`src/rtl/edge_to_level_if.sv`:
```
// Request/level bundle for edge_to_level: event pulses in, reconstructed level and status out.
// The master drives the event requests; the slave (the reconstructor) drives everything else.
interface edge_to_level_if;
  logic p_edge;
  logic n_edge;
  logic tgl;
  logic level;
  logic rise_o;
  logic fall_o;
  logic busy;
  logic err_dup;
  logic err_sim;

  modport master (
    output p_edge, n_edge, tgl,
    input  level, rise_o, fall_o, busy, err_dup, err_sim
  );

  modport slave (
    input  p_edge, n_edge, tgl,
    output level, rise_o, fall_o, busy, err_dup, err_sim
  );
endinterface

```
`src/rtl/edge_to_level.sv`:
```
// Rebuilds a level from rise/fall/toggle event pulses, holding early edges until the min dwell is met.
// Unconstrained edge reaches level one cycle later; there is no backpressure, extra requests are flagged.
module edge_to_level #(
  parameter int MIN_HIGH = 4,
  parameter int MIN_LOW  = 4,
  parameter int CNT_W    = 8
) (
  input  logic      clk,
  input  logic      reset_n,
  edge_to_level_if.slave bus
);

  if (CNT_W < 1 || CNT_W > 30) begin : g_bad_cnt_w
    $error("edge_to_level: CNT_W out of range");
  end
  if (MIN_HIGH < 1 || MIN_HIGH > (1 << CNT_W) - 1) begin : g_bad_min_high
    $error("edge_to_level: MIN_HIGH out of range");
  end
  if (MIN_LOW < 1 || MIN_LOW > (1 << CNT_W) - 1) begin : g_bad_min_low
    $error("edge_to_level: MIN_LOW out of range");
  end

  localparam logic [CNT_W-1:0] MIN_H = CNT_W'(MIN_HIGH);
  localparam logic [CNT_W-1:0] MIN_L = CNT_W'(MIN_LOW);
  localparam logic [CNT_W-1:0] CNT_MAX = '1;

  typedef enum logic [1:0] {
    LOW    = 2'd0,
    HIGH   = 2'd1,
    PEND_R = 2'd2,
    PEND_F = 2'd3
  } state_t;

  state_t           state;
  state_t           state_nx;
  logic [CNT_W-1:0] cnt;
  logic             level_q;
  logic             rise_q;
  logic             fall_q;
  logic             busy_q;
  logic             dup_q;
  logic             sim_q;

  logic             multi;
  logic             target;
  logic             rise_req;
  logic             fall_req;
  logic             dup_nx;
  logic             level_nx;

  always_comb begin
    multi    = (bus.p_edge & bus.n_edge) | (bus.p_edge & bus.tgl) | (bus.n_edge & bus.tgl);
    target   = (state == HIGH) || (state == PEND_R);
    rise_req = ~multi & (bus.p_edge | (bus.tgl & ~target));
    fall_req = ~multi & (bus.n_edge | (bus.tgl &  target));
    state_nx = state;
    dup_nx   = 1'b0;
    case (state)
      LOW: begin
        if (rise_req)      state_nx = (cnt >= MIN_L) ? HIGH : PEND_R;
        else if (fall_req) dup_nx   = 1'b1;
      end
      HIGH: begin
        if (fall_req)      state_nx = (cnt >= MIN_H) ? LOW : PEND_F;
        else if (rise_req) dup_nx   = 1'b1;
      end
      PEND_R: begin
        // A cancelling request wins over a dwell that expires in the same cycle.
        if (fall_req) begin
          state_nx = LOW;
        end else begin
          dup_nx = rise_req;
          if (cnt >= MIN_L) state_nx = HIGH;
        end
      end
      PEND_F: begin
        if (rise_req) begin
          state_nx = HIGH;
        end else begin
          dup_nx = fall_req;
          if (cnt >= MIN_H) state_nx = LOW;
        end
      end
      default: state_nx = LOW;
    endcase
    level_nx = (state_nx == HIGH) || (state_nx == PEND_F);
  end

  always_ff @(posedge clk or negedge reset_n) begin
    if (!reset_n) begin
      state   <= LOW;
      cnt     <= CNT_MAX;
      level_q <= 1'b0;
      rise_q  <= 1'b0;
      fall_q  <= 1'b0;
      busy_q  <= 1'b0;
      dup_q   <= 1'b0;
      sim_q   <= 1'b0;
    end else begin
      state   <= state_nx;
      level_q <= level_nx;
      rise_q  <= level_nx & ~level_q;
      fall_q  <= ~level_nx & level_q;
      busy_q  <= (state_nx == PEND_R) || (state_nx == PEND_F);
      dup_q   <= dup_nx;
      sim_q   <= multi;
      if (level_nx != level_q)  cnt <= {{(CNT_W-1){1'b0}}, 1'b1};
      else if (cnt != CNT_MAX)  cnt <= cnt + 1'b1;
    end
  end

  assign bus.level   = level_q;
  assign bus.rise_o  = rise_q;
  assign bus.fall_o  = fall_q;
  assign bus.busy    = busy_q;
  assign bus.err_dup = dup_q;
  assign bus.err_sim = sim_q;

endmodule

```
`src/flat_wrapper.sv`:
```
// flat-port wrapper written by rule: the top's interface ports become plain ports
module edge_to_level_flat 
#(
  parameter int MIN_HIGH = 4,
  parameter int MIN_LOW  = 4,
  parameter int CNT_W    = 8
)
  (clk, reset_n, bus_p_edge, bus_n_edge, bus_tgl, bus_level, bus_rise_o, bus_fall_o, bus_busy, bus_err_dup, bus_err_sim);
  edge_to_level_if bus_i ();
  input  logic clk;
  input  logic reset_n;
  input wire logic [$bits(bus_i.p_edge)-1:0] bus_p_edge;
  input wire logic [$bits(bus_i.n_edge)-1:0] bus_n_edge;
  input wire logic [$bits(bus_i.tgl)-1:0] bus_tgl;
  output wire logic [$bits(bus_i.level)-1:0] bus_level;
  output wire logic [$bits(bus_i.rise_o)-1:0] bus_rise_o;
  output wire logic [$bits(bus_i.fall_o)-1:0] bus_fall_o;
  output wire logic [$bits(bus_i.busy)-1:0] bus_busy;
  output wire logic [$bits(bus_i.err_dup)-1:0] bus_err_dup;
  output wire logic [$bits(bus_i.err_sim)-1:0] bus_err_sim;
  assign bus_i.p_edge = bus_p_edge;
  assign bus_i.n_edge = bus_n_edge;
  assign bus_i.tgl = bus_tgl;
  assign bus_level = bus_i.level;
  assign bus_rise_o = bus_i.rise_o;
  assign bus_fall_o = bus_i.fall_o;
  assign bus_busy = bus_i.busy;
  assign bus_err_dup = bus_i.err_dup;
  assign bus_err_sim = bus_i.err_sim;
  edge_to_level #(.MIN_HIGH(MIN_HIGH), .MIN_LOW(MIN_LOW), .CNT_W(CNT_W)) u_core (.clk(clk), .reset_n(reset_n), .bus(bus_i));
endmodule
```
`config.mk`:
```
export PLATFORM = sky130hd
export DESIGN_NAME = edge_to_level_flat
export DESIGN_NICKNAME = d
export VERILOG_FILES = /design/src/rtl/edge_to_level_if.sv /design/src/rtl/edge_to_level.sv /design/src/flat_wrapper.sv
export SDC_FILE = /design/constraint.sdc
export NUM_CORES = 1
export LEC_CHECK = 0
export ABC_AREA = 1
export BUFFER_PORTS_ARGS = -buffer_cell sky130_fd_sc_hd__buf_2
export CAP_MARGIN = 20
export CORE_MARGIN = 4
export CORE_UTILIZATION = 55
export CTS_CLUSTER_SIZE = 12
export DETAILED_ROUTE_END_ITERATION = 8
export GPL_TIMING_DRIVEN = 0
export HOLD_SLACK_MARGIN = 0.12
export PLACE_DENSITY = 0.81
export SYNTH_ARGS = -nofsm -noshare
export SYNTH_HDL_FRONTEND = slang
export SYNTH_SLANG_ARGS = --single-unit
```
`constraint.sdc`:
```
create_clock -name clk -period 3.1 [get_ports clk]
set_input_delay 0 -clock clk [delete_from_list [all_inputs] [get_ports clk]]
set_output_delay 0 -clock clk [all_outputs]
set_load 0.02 [all_outputs]
```
# == Yosys cells after proc, flatten, opt, wreduce, memory -nomap -nowiden ==
# Cells that the tools add are included.
# W data, S select, Z words.
# op_classes
addsub,1
magnitude_cmp,1
eq_ne,8
muxes,18
bitwise,17
n_reduce_logical,5
# op_table
operator,count
$mux W2,8
$mux W8,2
$and A1 B1 Y1,9
$add A8 B1 Y8 const B,1
$eq A2 B2 Y1 const B,4
$ge A8 B3 Y1 const B,1
$ne A8 B8 Y1 const B,1
$pmux W2 S4,1
$mux W1,6
$eq A2 B1 Y1 const B,2
$not A1 Y1,4
$or A1 B1 Y1,4
$pmux W1 S4,1
$logic_or A1 B1 Y1,3
$logic_not A2 Y1,1
$reduce_bool A2 Y1,1
$ne A1 B1 Y1,1
# word_totals
register_bits,16
output_inout_bits,6
word_cells,58

# == Longest topological paths before layout ==
# Gate-level depths: netlist of the first run.
# logic_depth
ltp_word,12
mapped_depth,14
depth_no_buf,14

# == Worst setup path after synthesis of the first run ==
# OpenSTA, ideal clock, no wires.
# synth_timing
path_type,register -> register
start,register u_core.bus.busy (netlist name)
end,register u_core.cnt[0]
setup_time_ns,0.083
t_arrival_ns,2.245
required_time_ns,3.017
slack_ns,0.772
stages_incl_launch_ff,12
n_path_buf,0
synth_period_minus_slack_ns,2.328
cell_sequence,dfrtp_1 -> inv_1 -> ha_1 -> o21ai_0 -> nand2_1 -> or2_1 -> o211ai_1 -> nand2_1 -> ha_1 -> inv_1 -> o21ai_0 -> o21ai_1
# synth_rtl
element,line_no,rtl
"end signal, assigned",edge_to_level.sv:107,"if (level_nx != level_q) cnt <= {{(CNT_W-1){1'b0}}, 1'b1};"
"end signal, assigned",edge_to_level.sv:108,else if (cnt != CNT_MAX) cnt <= cnt + 1'b1;
"end, declared",edge_to_level.sv:36,logic [CNT_W-1:0] cnt;

# == Worst setup path in the final report of the first run ==
# layout_timing
start,input port bus_p_edge
end,register u_core.cnt[0]
# layout_via
elab_chain_cells,11
word_cells_on_any_way,19
classes_between,3 x eq/ne; 6 x mux; 8 x bitwise; 2 x reduce/logical
# layout_rtl
element,line_no,rtl
"start, declared",flat_wrapper.sv:12,input wire logic [$bits(bus_i.p_edge)-1:0] bus_p_edge;
$and A1 B1 Y1,edge_to_level.sv:52,multi = (bus.p_edge & bus.n_edge) | (bus.p_edge & bus.tgl) | (bus.n_edge & bus.tgl);
$or A1 B1 Y1 (2 in series),edge_to_level.sv:52,
$not A1 Y1,"edge_to_level.sv:54, edge_to_level.sv:55",
$and A1 B1 Y1 (on tied branches),"edge_to_level.sv:54, edge_to_level.sv:55",
$mux W2 (on tied branches),n/a,
$pmux W2 S4 (*),edge_to_level.sv:58,case (state)
$eq A2 B1 Y1 or $eq A2 B2 Y1 (tied branches),edge_to_level.sv:86,level_nx = (state_nx == HIGH) || (state_nx == PEND_F);
$logic_or A1 B1 Y1 (*),edge_to_level.sv:86,
net u_core.level_nx,edge_to_level.sv:49,logic level_nx;
$ne A1 B1 Y1 (*),edge_to_level.sv:107,
$mux W8 or $reduce_bool A2 Y1 (tied branches),n/a,
# The timed path passes the listed nets; every way through them passes the cells marked *.
# A chain may end at the register's enable or synchronous reset.

==> results.json, run 1 <==
{
  "status": "completed",
  "crit_path_max_incr_delay_ns": 0.58,
  "drc": 0,
  "min_period_ns": 2.96,
  "gp_congestion": 0.913,
  "fin_crit_sh": 0.954,
  "hold_viol_final": 0,
  "yosysMostFrequentCell": "nand2_1",
  "worstReg2RegStart": "u_core.state[0]",
  "cts_root_buffer": "clkbuf_4",
  "r2r_cells": 11,
  "rows": 14,
  "synthTopCellsByCount": "25 x nand2_1, 16 x inv_1, 11 x nand3_1",
  "fin_ws_ns": 0.141,
  "cp.arrival_ns": 3.17,
  "dp_slack_ns": 0.623,
  "io_pins": 11,
  "slowest_stage": "dlygate4sd3_1",
  "crit_path_start_kind": "input port",
  "seq_area_frac_synth": 0.427,
  "r2r-end": "u_core.cnt[0]",
  "fin_util": 0.708,
  "start_util": 0.592,
  "async_flop_share": 1.00,
  "drive_gt1_frac": 0.264,
  "setup_viol": 0,
  "grt_max_degree": 16,
  "synthTopCellsByArea": "dfstp_2 23%, dfrtp_1 19%, ha_1 11%",
  "cap_viol_max_count": 0,
  "synth_flop_cell": "dfstp_2",
  "min_path_type": "input port to asynchronous set/reset pin",
  "synth-edff-count": 0,
  "synth_cell_types": 21,
  "die_x_microns": 48.5,
  "drt_iter0_drc": 16,
  "insertion_delay_ns": 0.28,
  "critPathRequiredTime_ns": 3.31,
  "overflow": 0,
  "routedWlPerCell_microns": 12.0,
  "cts_tree": "done",
  "cp_cell_sequence": "dlygate4sd3_1 -> buf_2 -> nand2_1 -> dlygate4sd3_1 -> nand2_1 -> dlygate4sd3_1 -> nand2_2 -> nand2_2 -> or2_4 -> o211ai_1 -> nand2_1 -> ha_4 -> inv_1 -> o21ai_1 -> o21ai_1",
  "wl_met3_microns": 71,
  "cts_max_level": 1,
  "timing_worst_slew_pin_value_ns": 0.329,
  "cp-end-kind": "flop",
  "clock_sinks": 15,
  "syn_area_sq_um": 902,
  "port-buffer-count": 10,
  "syn2layout_area_growth_pct": 19.6,
  "p_per_area_nw_per_um2": 857,
  "die_y_microns": 48.5,
  "via_per_inst": 5.30,
  "nets": 143,
  "wl_met2_microns": 852,
  "cts.path.max_buffers": 2,
  "syn_nets": 122,
  "relSlewSlack": 0.781,
  "holdWs_ns": 0.137,
  "antenna_found_initial": 0,
  "vdd_drop_max_v": 0.000458,
  "rsz0062_at_grt": "false",
  "layout.cells.non_filler": 145,
  "firstDrtPassIters": 4,
  "routed.top_layer": "met4",
  "r2r_setup_slack_ns": 0.67,
  "crit_type": "input port to flop",
  "dieArea_sq_um": 2350,
  "crit_fanout": 6,
  "fin_tns_setup_ns": 0,
  "grt_usage": 0.160,
  "wirelength_mm": 1.74,
  "ys_seq_elements": 15,
  "totalPowerFinal_uw": 924,
  "num_vias": 769,
  "fin_area_sq_um": 1080,
  "slew_violations": 0,
  "synthCells": 109,
  "diodes": 0,
  "core_sq_um": 1520,
  "path_clk_slew_ns": 0.09,
  "place_inst": 135,
  "yosysTopAreaCellShare": 0.233,
  "avgSynthCellArea_sq_um": 8.28,
  "yosysWarnings": 0,
  "ant_nets": 0,
  "clock_skew_ns": 0.00455,
  "wl_met1_microns": 784,
  "cts_buffers": 3,
  "place_hpwl_mm": 1.33,
  "grt_first_pass_wirelength_mm": 2.98,
  "cellLeakagePower_nw": 0.536,
  "grt_pass1_vias": 693,
  "dpl-instance-area_sq_um": 972,
  "fmax_ghz": 0.338,
  "yosysTopAreaCell": "dfstp_2"
}
sequential cells by signal, summed over array words and instances (netlist names):
signal	count
u_core.cnt	8
u_core.state	1
u_core.bus.err_sim	1
u_core.bus.busy	1
u_core.bus.fall_o	1
u_core.bus.rise_o	1
u_core.bus.level	1
u_core.bus.err_dup	1
cells by family (layout without fill, tap and decap cells):
kind of cell	count (synthesis)	count (layout)	share of synthesized area
simple gates	52	52	0.279
compound gates	15	15	0.0874
flops	15	15	0.427
xor+xnor	3	3	0.0291
fa+ha+maj	8	8	0.111
buf+inv	16	36	0.0666
critical path, delay by kind of cell:
kind / cells / cell delay [ns]
AOI/OAI and AO/OA: 3 / 0.30
adders and majority gates: 1 / 0.32
and+or+nand+nor: 6 / 0.69
buffers and inverters: 5 / 1.86
cell usage in the layout, fill, tap and decap left out:
cell	n
buf_4	1
nand3_2	2
or2_4	1
nand3_1	11
nand2_2	4
nor2_2	3
xnor2_1	1
dfstp_2	8
ha_4	1
xor2_1	2
a31oi_1	1
dlygate4sd3_1	5
clkbuf_1	1
nand2_1	22
o21ai_1	4
nand4_1	3
nor3_1	1
clkbuf_4	3
o211ai_1	1
o21ai_0	8
nor2_1	4
buf_2	10
dfrtp_1	7
nor3b_2	1
inv_1	16
ha_1	7
a21oi_1	1
how the worst max path moves through the flow:
stage / to / cells after the start / startpoint / slack (ns)
after detailed placement: u_core.cnt[0] / 11 / u_core.state[0] / 0.62
after floorplan: u_core.cnt[0] / 11 / u_core.bus.busy / 0.77
after global routing: u_core.cnt[0] / 15 / bus_p_edge / 0.005
after global placement: u_core.cnt[0] / 11 / u_core.state[0] / 0.65
after CTS: u_core.cnt[0] / 15 / bus_p_edge / 0.06
final: u_core.cnt[0] / 15 / bus_p_edge / 0.14
cell type report:
type	count	area (sq um)
tap	16	20.0
multi-input combinational	78	479
inverter	16	60.1
timing repair buffer	16	108
sequential	15	385
clock buffer	4	26.3
fill	134	445
layer usage:
metal | GRT usage | vias up
met1 | 0.208 | 354
met5 | 0 | -
met4 | 0.0942 | 0
met2 | 0.246 | 17
li1 | - | 394
met3 | 0.0307 | 4
power breakdown:
part	internal [mW]	switching, mW	leakage, nW
clock network	0.0500	0.0610	0.0150
registers	0.276	0.0526	0.172
logic	0.199	0.286	0.349
timing repair:
| item | CTS | global route |
|---|---|---|
| buffers inserted | 0 | 1 |
| resized for setup | 0 | 8 |
| endpoints found under the hold margin | 16 | 0 |
| hold buffers | 5 | 0 |
| endpoints found under the setup margin | 0 | 7 |
(Power assumes the default switching activity.)
==> inputs of run 2 (changes only) <==
--- a/config.mk
+++ b/config.mk
@@ -9,12 +9,12 @@
 export BUFFER_PORTS_ARGS = -buffer_cell sky130_fd_sc_hd__buf_2
 export CAP_MARGIN = 20
 export CORE_MARGIN = 4
-export CORE_UTILIZATION = 55
+export CORE_UTILIZATION = 50
 export CTS_CLUSTER_SIZE = 12
 export DETAILED_ROUTE_END_ITERATION = 8
 export GPL_TIMING_DRIVEN = 0
 export HOLD_SLACK_MARGIN = 0.12
-export PLACE_DENSITY = 0.81
+export PLACE_DENSITY = 0.78
 export SYNTH_ARGS = -nofsm -noshare
 export SYNTH_HDL_FRONTEND = slang
 export SYNTH_SLANG_ARGS = --single-unit
==> constraint.sdc (replaced) <==
create_clock -name clk -period 2.63 [get_ports clk]
set_input_delay 0 -clock clk [delete_from_list [all_inputs] [get_ports clk]]
set_output_delay 0 -clock clk [all_outputs]
set_load 0.02 [all_outputs]
==> run 2 against run 1 <==
Non-clock buffer count is 2 lower. Critical path depth shrank 1. Sequential share of layout area is 0.62 points higher. First-iteration DRC count decreased by 19%. Critical endpoint unchanged. Power is 14% higher.
==> results.json, run 2 (synthesis results as in run 1) <==
{
  "vdd_drop_max_v": 0.000523,
  "antenna_found_initial": 0,
  "relSlewSlack": 0.786,
  "core_sq_um": 1730,
  "dp_slack_ns": 0.173,
  "cts_root_buffer": "clkbuf_4",
  "cellLeakagePower_nw": 0.524,
  "clock_sinks": 15,
  "path_clk_slew_ns": 0.09,
  "power_switching_uw": 455,
  "rows": 15,
  "insertion_delay_ns": 0.27,
  "drive_gt1_frac": 0.236,
  "firstDrtPassIters": 4,
  "seqPwrFrac": 0.369,
  "cp_top_family": "buffers and inverters",
  "routedWlPerCell_microns": 10.8,
  "p_per_area_nw_per_um2": 988,
  "r2r_setup_slack_ns": 0.26,
  "grt_max_degree": 16,
  "final_cell_mix": "25 x nand2_1, 16 x inv_1, 11 x nand3_1",
  "syn2layout_area_growth_pct": 17.9,
  "cp-end-kind": "flop",
  "seq_area_sq_um": 387,
  "fmax_ghz": 0.412,
  "use_met2": 0.265,
  "critPathMostFrequentCell": "nand2_1",
  "pwr-share-clk": 0.121,
  "gp_congestion": 0.929,
  "grt_usage": 0.148,
  "grt_pass1_vias": 744,
  "dpl-instance-area_sq_um": 983,
  "crit_fanout": 6,
  "place_hpwl_mm": 1.30,
  "use_met3": 0.0178,
  "regMostFlops": "u_core.cnt",
  "cts_buffers": 3,
  "cp.arrival_ns": 2.63,
  "wirelength_mm": 1.63,
  "rsz0062_at_grt": "false",
  "multiInputGateArea_sq_um": 469,
  "fin_area_sq_um": 1060,
  "die_x_microns": 50.5,
  "cap_viol_max_count": 0,
  "cts_max_level": 1,
  "p_int_uw": 596,
  "num_vias": 735,
  "largest_reg_flops": 8,
  "fin_crit_sh": 0.923,
  "fin_tns_setup_ns": 0,
  "critPathRequiredTime_ns": 2.83,
  "met1_usage": 0.179,
  "slew_violations": 0,
  "worst-path-buf-inv": 4,
  "die_y_microns": 50.5,
  "io_pins": 11,
  "min_path_type": "input port to asynchronous set/reset pin",
  "netSwitchingFraction": 0.433,
  "crit_path_start_kind": "input port",
  "comb_power_share": 0.511,
  "nets": 141,
  "setup_viol": 0,
  "min_period_ns": 2.43,
  "port-buffer-count": 10,
  "timing_worst_slew_pin_value_ns": 0.321,
  "crit_path_max_incr_delay_ns": 0.54,
  "clock_skew_ns": 0.00324,
  "slowest_stage": "dlygate4sd3_1",
  "grt.busiest_layer": "met2",
  "cts_tree": "done",
  "via_per_inst": 4.84,
  "grt_first_pass_wirelength_mm": 2.92,
  "start_util": 0.522,
  "ant_nets": 0,
  "status": "completed",
  "drt_iter0_drc": 13,
  "diodes": 0,
  "crit_type": "input port to flop",
  "dieArea_sq_um": 2550,
  "hold_viol_final": 0,
  "cts.path.max_buffers": 2,
  "overflow": 0,
  "fin_ws_ns": 0.202,
  "drc": 0,
  "fillers": 165,
  "cp_cell_sequence": "dlygate4sd3_1 -> buf_2 -> nand2_1 -> dlygate4sd3_1 -> nand2_1 -> nand2_1 -> nand2_1 -> or2_1 -> o211ai_1 -> nand2_1 -> ha_4 -> inv_1 -> o21ai_0 -> o21ai_1",
  "cts_setup_buffers": 0,
  "final_common_cell": "nand2_1"
}
[run 2: cell count changes in the layout (fill, tap and decap cells not counted)]
cell / change
nand2_1: +3
buf_4: -1
dlygate4sd3_1: -1
dfrtp_2: +1
dfrtp_1: -1
o21ai_0: +1
o21ai_1: -1
nand2_2: -3
or2_1: +1
or2_4: -1
[run 2: layout make-up]
type,instances,share of cell area
Multi-Input combinational cell,78,0.441
Sequential cell,15,0.364
Timing Repair Buffer,14,0.0847
Inverter,16,0.0565
Tap cell,25,0.0294
Clock buffer,4,0.0247
[run 2: path summary, 6_finish.rpt]
kind	from	cells past startpoint	to
max	bus_p_edge	14	u_core.cnt[0]
min	reset_n	2	u_core.bus.fall_o
max reg2reg	u_core.bus.busy	11	u_core.cnt[0]
min reg2reg	u_core.cnt[1]	2	u_core.cnt[1]
max in group asynchronous	reset_n	2	u_core.cnt[2]
min in group clk	bus_tgl	5	u_core.bus.err_dup
[run 2: worst register-to-register path, cell delays in order (launching register included)]
cell and delay (ns):
dfrtp_1 0.41, inv_1 0.12, ha_1 0.35, o21ai_0 0.17
nand2_1 0.12, or2_1 0.25, o211ai_1 0.11, nand2_1 0.14
ha_4 0.32, inv_1 0.07, o21ai_0 0.15, o21ai_1 0.08
[run 2: per-stage QoR]
step	power [mW]	hold slack, ns	std cells	utilization
2_1_floorplan	0.759	-0.296	109	-
3_3_place_gp	0.866	-0.0889	144	0.570
5_1_grt	1.16	0.178	152	0.616
6_report	1.05	0.154	152	0.616
4_1_cts	1.03	0.155	152	0.608
3_5_place_dp	0.895	-0.0842	144	0.570
[run 2: power groups by stage]
stage	Clock, mW	Combinational [mW]	Sequential [mW]
2_1_floorplan	0	0.337	0.422
3_3_place_gp	0	0.478	0.388
3_5_place_dp	0	0.504	0.391
4_1_cts	0.130	0.511	0.388
5_1_grt	0.143	0.615	0.401
6_report	0.127	0.537	0.388
[run 2: metal layers]
metal  up-vias  share of wire  routed length, microns
met2         7           0.51                     832
li1        391              -                       -
met4         0         0.0098                      16
met1       335           0.46                     752
met5         -              0                       0
met3         2          0.020                      33
[run 2: timing repair]
item,CTS,global route
hold endpoints to repair,16,0
resized for setup,0,4
hold buffers,4,0
endpoints found under the setup margin,0,4
==> inputs of run 3 (changes only) <==
--- a/config.mk
+++ b/config.mk
@@ -5,11 +5,10 @@
 export SDC_FILE = /design/constraint.sdc
 export NUM_CORES = 1
 export LEC_CHECK = 0
-export ABC_AREA = 1
 export BUFFER_PORTS_ARGS = -buffer_cell sky130_fd_sc_hd__buf_2
 export CAP_MARGIN = 20
 export CORE_MARGIN = 4
-export CORE_UTILIZATION = 50
+export CORE_UTILIZATION = 51
 export CTS_CLUSTER_SIZE = 12
 export DETAILED_ROUTE_END_ITERATION = 8
 export GPL_TIMING_DRIVEN = 0
==> run 3 against run 2 <==
Worst hold slack got worse by 0.014 ns. Register-to-register slack got worse by 0.14 ns. Largest cell class unchanged. Combinational power rose by 57%. Critical path depth fell by 5. Global-route usage rose by 1.2 points. Utilization rose by 2.6 points. Flip-flop and latch count did not move. Power rose by 32%. Worst setup slack got worse by 0.082 ns. Maximum frequency fell by 3.3%.
==> results.json, run 3 <==
{
  "clock_skew_ns": 0.00390,
  "grt_pass1_vias": 731,
  "start_util": 0.538,
  "critPathRequiredTime_ns": 2.84,
  "cp-end-kind": "flop",
  "fmax_ghz": 0.398,
  "r2r_cells": 9,
  "ys_seq_elements": 15,
  "async_flop_share": 1.00,
  "final_common_cell": "buf_2",
  "dieArea_sq_um": 2860,
  "clock_sinks": 15,
  "via_per_inst": 5.58,
  "wirelength_mm": 2.13,
  "overflow": 0,
  "relSlewSlack": 0.689,
  "crit_end": "u_core.cnt[3]",
  "vdd_drop_max_v": 0.000784,
  "io_pins": 11,
  "diodes": 0,
  "timing_worst_slew_pin_value_ns": 0.455,
  "crit_path_max_incr_delay_ns": 0.44,
  "crit_path_start_kind": "flop",
  "status": "completed",
  "seq_area_frac_synth": 0.365,
  "fin_ws_ns": 0.120,
  "insertion_delay_ns": 0.29,
  "firstDrtPassIters": 4,
  "antenna_found_initial": 0,
  "num_vias": 853,
  "crit_start": "u_core.state[0]",
  "cts_tree": "done",
  "cp.arrival_ns": 2.72,
  "setup_viol": 0,
  "grt_first_pass_wirelength_mm": 3.30,
  "fin_crit_sh": 0.954,
  "min_period_ns": 2.51,
  "syn2layout_area_growth_pct": 19.3,
  "regMostFlops": "u_core.cnt",
  "worstReg2RegStart": "u_core.state[0]",
  "place_hpwl_mm": 1.51,
  "cap_viol_max_count": 0,
  "slew_violations": 0,
  "synthTopCellsByArea": "dfstp_2 20%, dfrtp_1 17%, ha_1 9.5%",
  "yosysTopAreaCell": "dfstp_2",
  "core_sq_um": 1960,
  "yosysTopAreaCellShare": 0.199,
  "avgSynthCellArea_sq_um": 9.95,
  "p_per_area_nw_per_um2": 1100,
  "syn_area_sq_um": 1050,
  "final_cell_mix": "9 x buf_2, 8 x nor2_1, 8 x dfstp_2",
  "cts_buffers": 3,
  "crit_fanout": 7,
  "syn_nets": 119,
  "grt_max_degree": 16,
  "r2r-end": "u_core.cnt[3]",
  "die_y_microns": 53.5,
  "drive_gt1_frac": 0.278,
  "path_clk_slew_ns": 0.09,
  "synth-edff-count": 0,
  "port-buffer-count": 8,
  "drt_iter0_drc": 30,
  "fin_util": 0.642,
  "synthTopCellsByCount": "8 x dfstp_2, 8 x ha_1, 8 x inv_1, 8 x nor2_1, 7 x dfrtp_1",
  "r2r_setup_slack_ns": 0.12,
  "cts_max_level": 1,
  "synth_cell_types": 42,
  "largest_reg_flops": 8,
  "cts.path.max_buffers": 2,
  "cp_cell_sequence": "inv_2 -> ha_2 -> and4bb_1 -> o2111a_1 -> a221oi_2 -> o211ai_1 -> ha_4 -> o21ai_0 -> a31oi_1",
  "crit_type": "flop to flop",
  "dp_slack_ns": -0.0143,
  "min_path_type": "input port to asynchronous set/reset pin",
  "ant_nets": 0,
  "synth_flop_cell": "dfstp_2",
  "yosysWarnings": 0,
  "nets": 140,
  "grt_usage": 0.160,
  "die_x_microns": 53.5,
  "gp_congestion": 0.889,
  "synthCells": 106,
  "fin_tns_setup_ns": 0,
  "rows": 16,
  "routedWlPerCell_microns": 13.9,
  "cts_root_buffer": "clkbuf_4",
  "drc": 0,
  "hold_viol_final": 0,
  "cellLeakagePower_nw": 0.561,
  "totalPowerFinal_mw": 1.39,
  "slowest_stage": "dfrtp_1"
}
==> run 3: cell type report <==
| class | instances | area [sq um] |
|---|---|---|
| clock buffer | 4 | 26.3 |
| fill | 178 | 703 |
| inverter | 8 | 30.0 |
| tap | 27 | 33.8 |
| sequential | 15 | 385 |
| buffer | 5 | 38.8 |
| multi-input combinational | 78 | 622 |
| timing repair buffer | 16 | 123 |
==> run 3: through the flow <==
stage / hold slack (ns) / cell area, sq um / instances
floorplan: -0.296 / 1050 / 106
global placement: -0.0842 / 1130 / 141
detailed placement: -0.0798 / 1130 / 141
CTS: 0.136 / 1200 / 149
global route: 0.181 / 1260 / 153
finish: 0.139 / 1260 / 153
==> run 3: worst min-delay path by stage <==
stage                 start           endpoint  slack [ns]  cells past startpoint
detailed placement  reset_n  u_core.bus.rise_o       -0.08                      1
finish              reset_n  u_core.bus.rise_o        0.14                      2
global route        reset_n  u_core.bus.rise_o        0.18                      2
global placement    reset_n  u_core.bus.rise_o       -0.08                      1
floorplan           reset_n    u_core.bus.busy       -0.30                      0
CTS                 reset_n  u_core.bus.rise_o        0.14                      2
==> run 3: critical path: cells and delay by family (launching register included) <==
kind | cells | cell delay (ns)
DFF | 1 | 0.44
AOI/OAI and AO/OA | 5 | 0.98
adders and majority gates | 2 | 0.67
buffers and inverters | 1 | 0.09
and+or+nand+nor | 1 | 0.25
==> run 3: timing repair <==
action	4_1_cts	5_1_grt
hold buffers	4	0
gates resized for setup	1	4
setup buffers	0	4
hold endpoints to repair	18	0
endpoints found under the setup margin	3	8
pin swaps	0	2
==> run 3: logic make-up after synthesis <==
| group | count (synthesis) | synth area share |
|---|---|---|
| mux | 2 | 0.0190 |
| xor+xnor | 2 | 0.0166 |
| simple gates | 39 | 0.244 |
| buf+inv | 13 | 0.0652 |
| compound gates | 26 | 0.185 |
| fa+ha+maj | 9 | 0.104 |
| flops | 15 | 0.365 |
==> run 3: layer usage <==
| layer | share of wire | wire (microns) | vias to the layer above | global-route usage |
|---|---|---|---|---|
| met5 | 0 | 0 | - | 0 |
| met2 | 0.49 | 1050 | 23 | 0.255 |
| li1 | - | - | 427 | - |
| met3 | 0.051 | 108 | 5 | 0.0620 |
| met1 | 0.45 | 961 | 398 | 0.201 |
| met4 | 0.0042 | 9 | 0 | 0.0340 |
==> run 3: power breakdown <==
group	internal, mW	switching (mW)	leakage, nW	total, mW
Combinational	0.411	0.432	0.371	0.843
Clock	0.0590	0.0730	0.0150	0.132
Sequential	0.337	0.0754	0.175	0.412
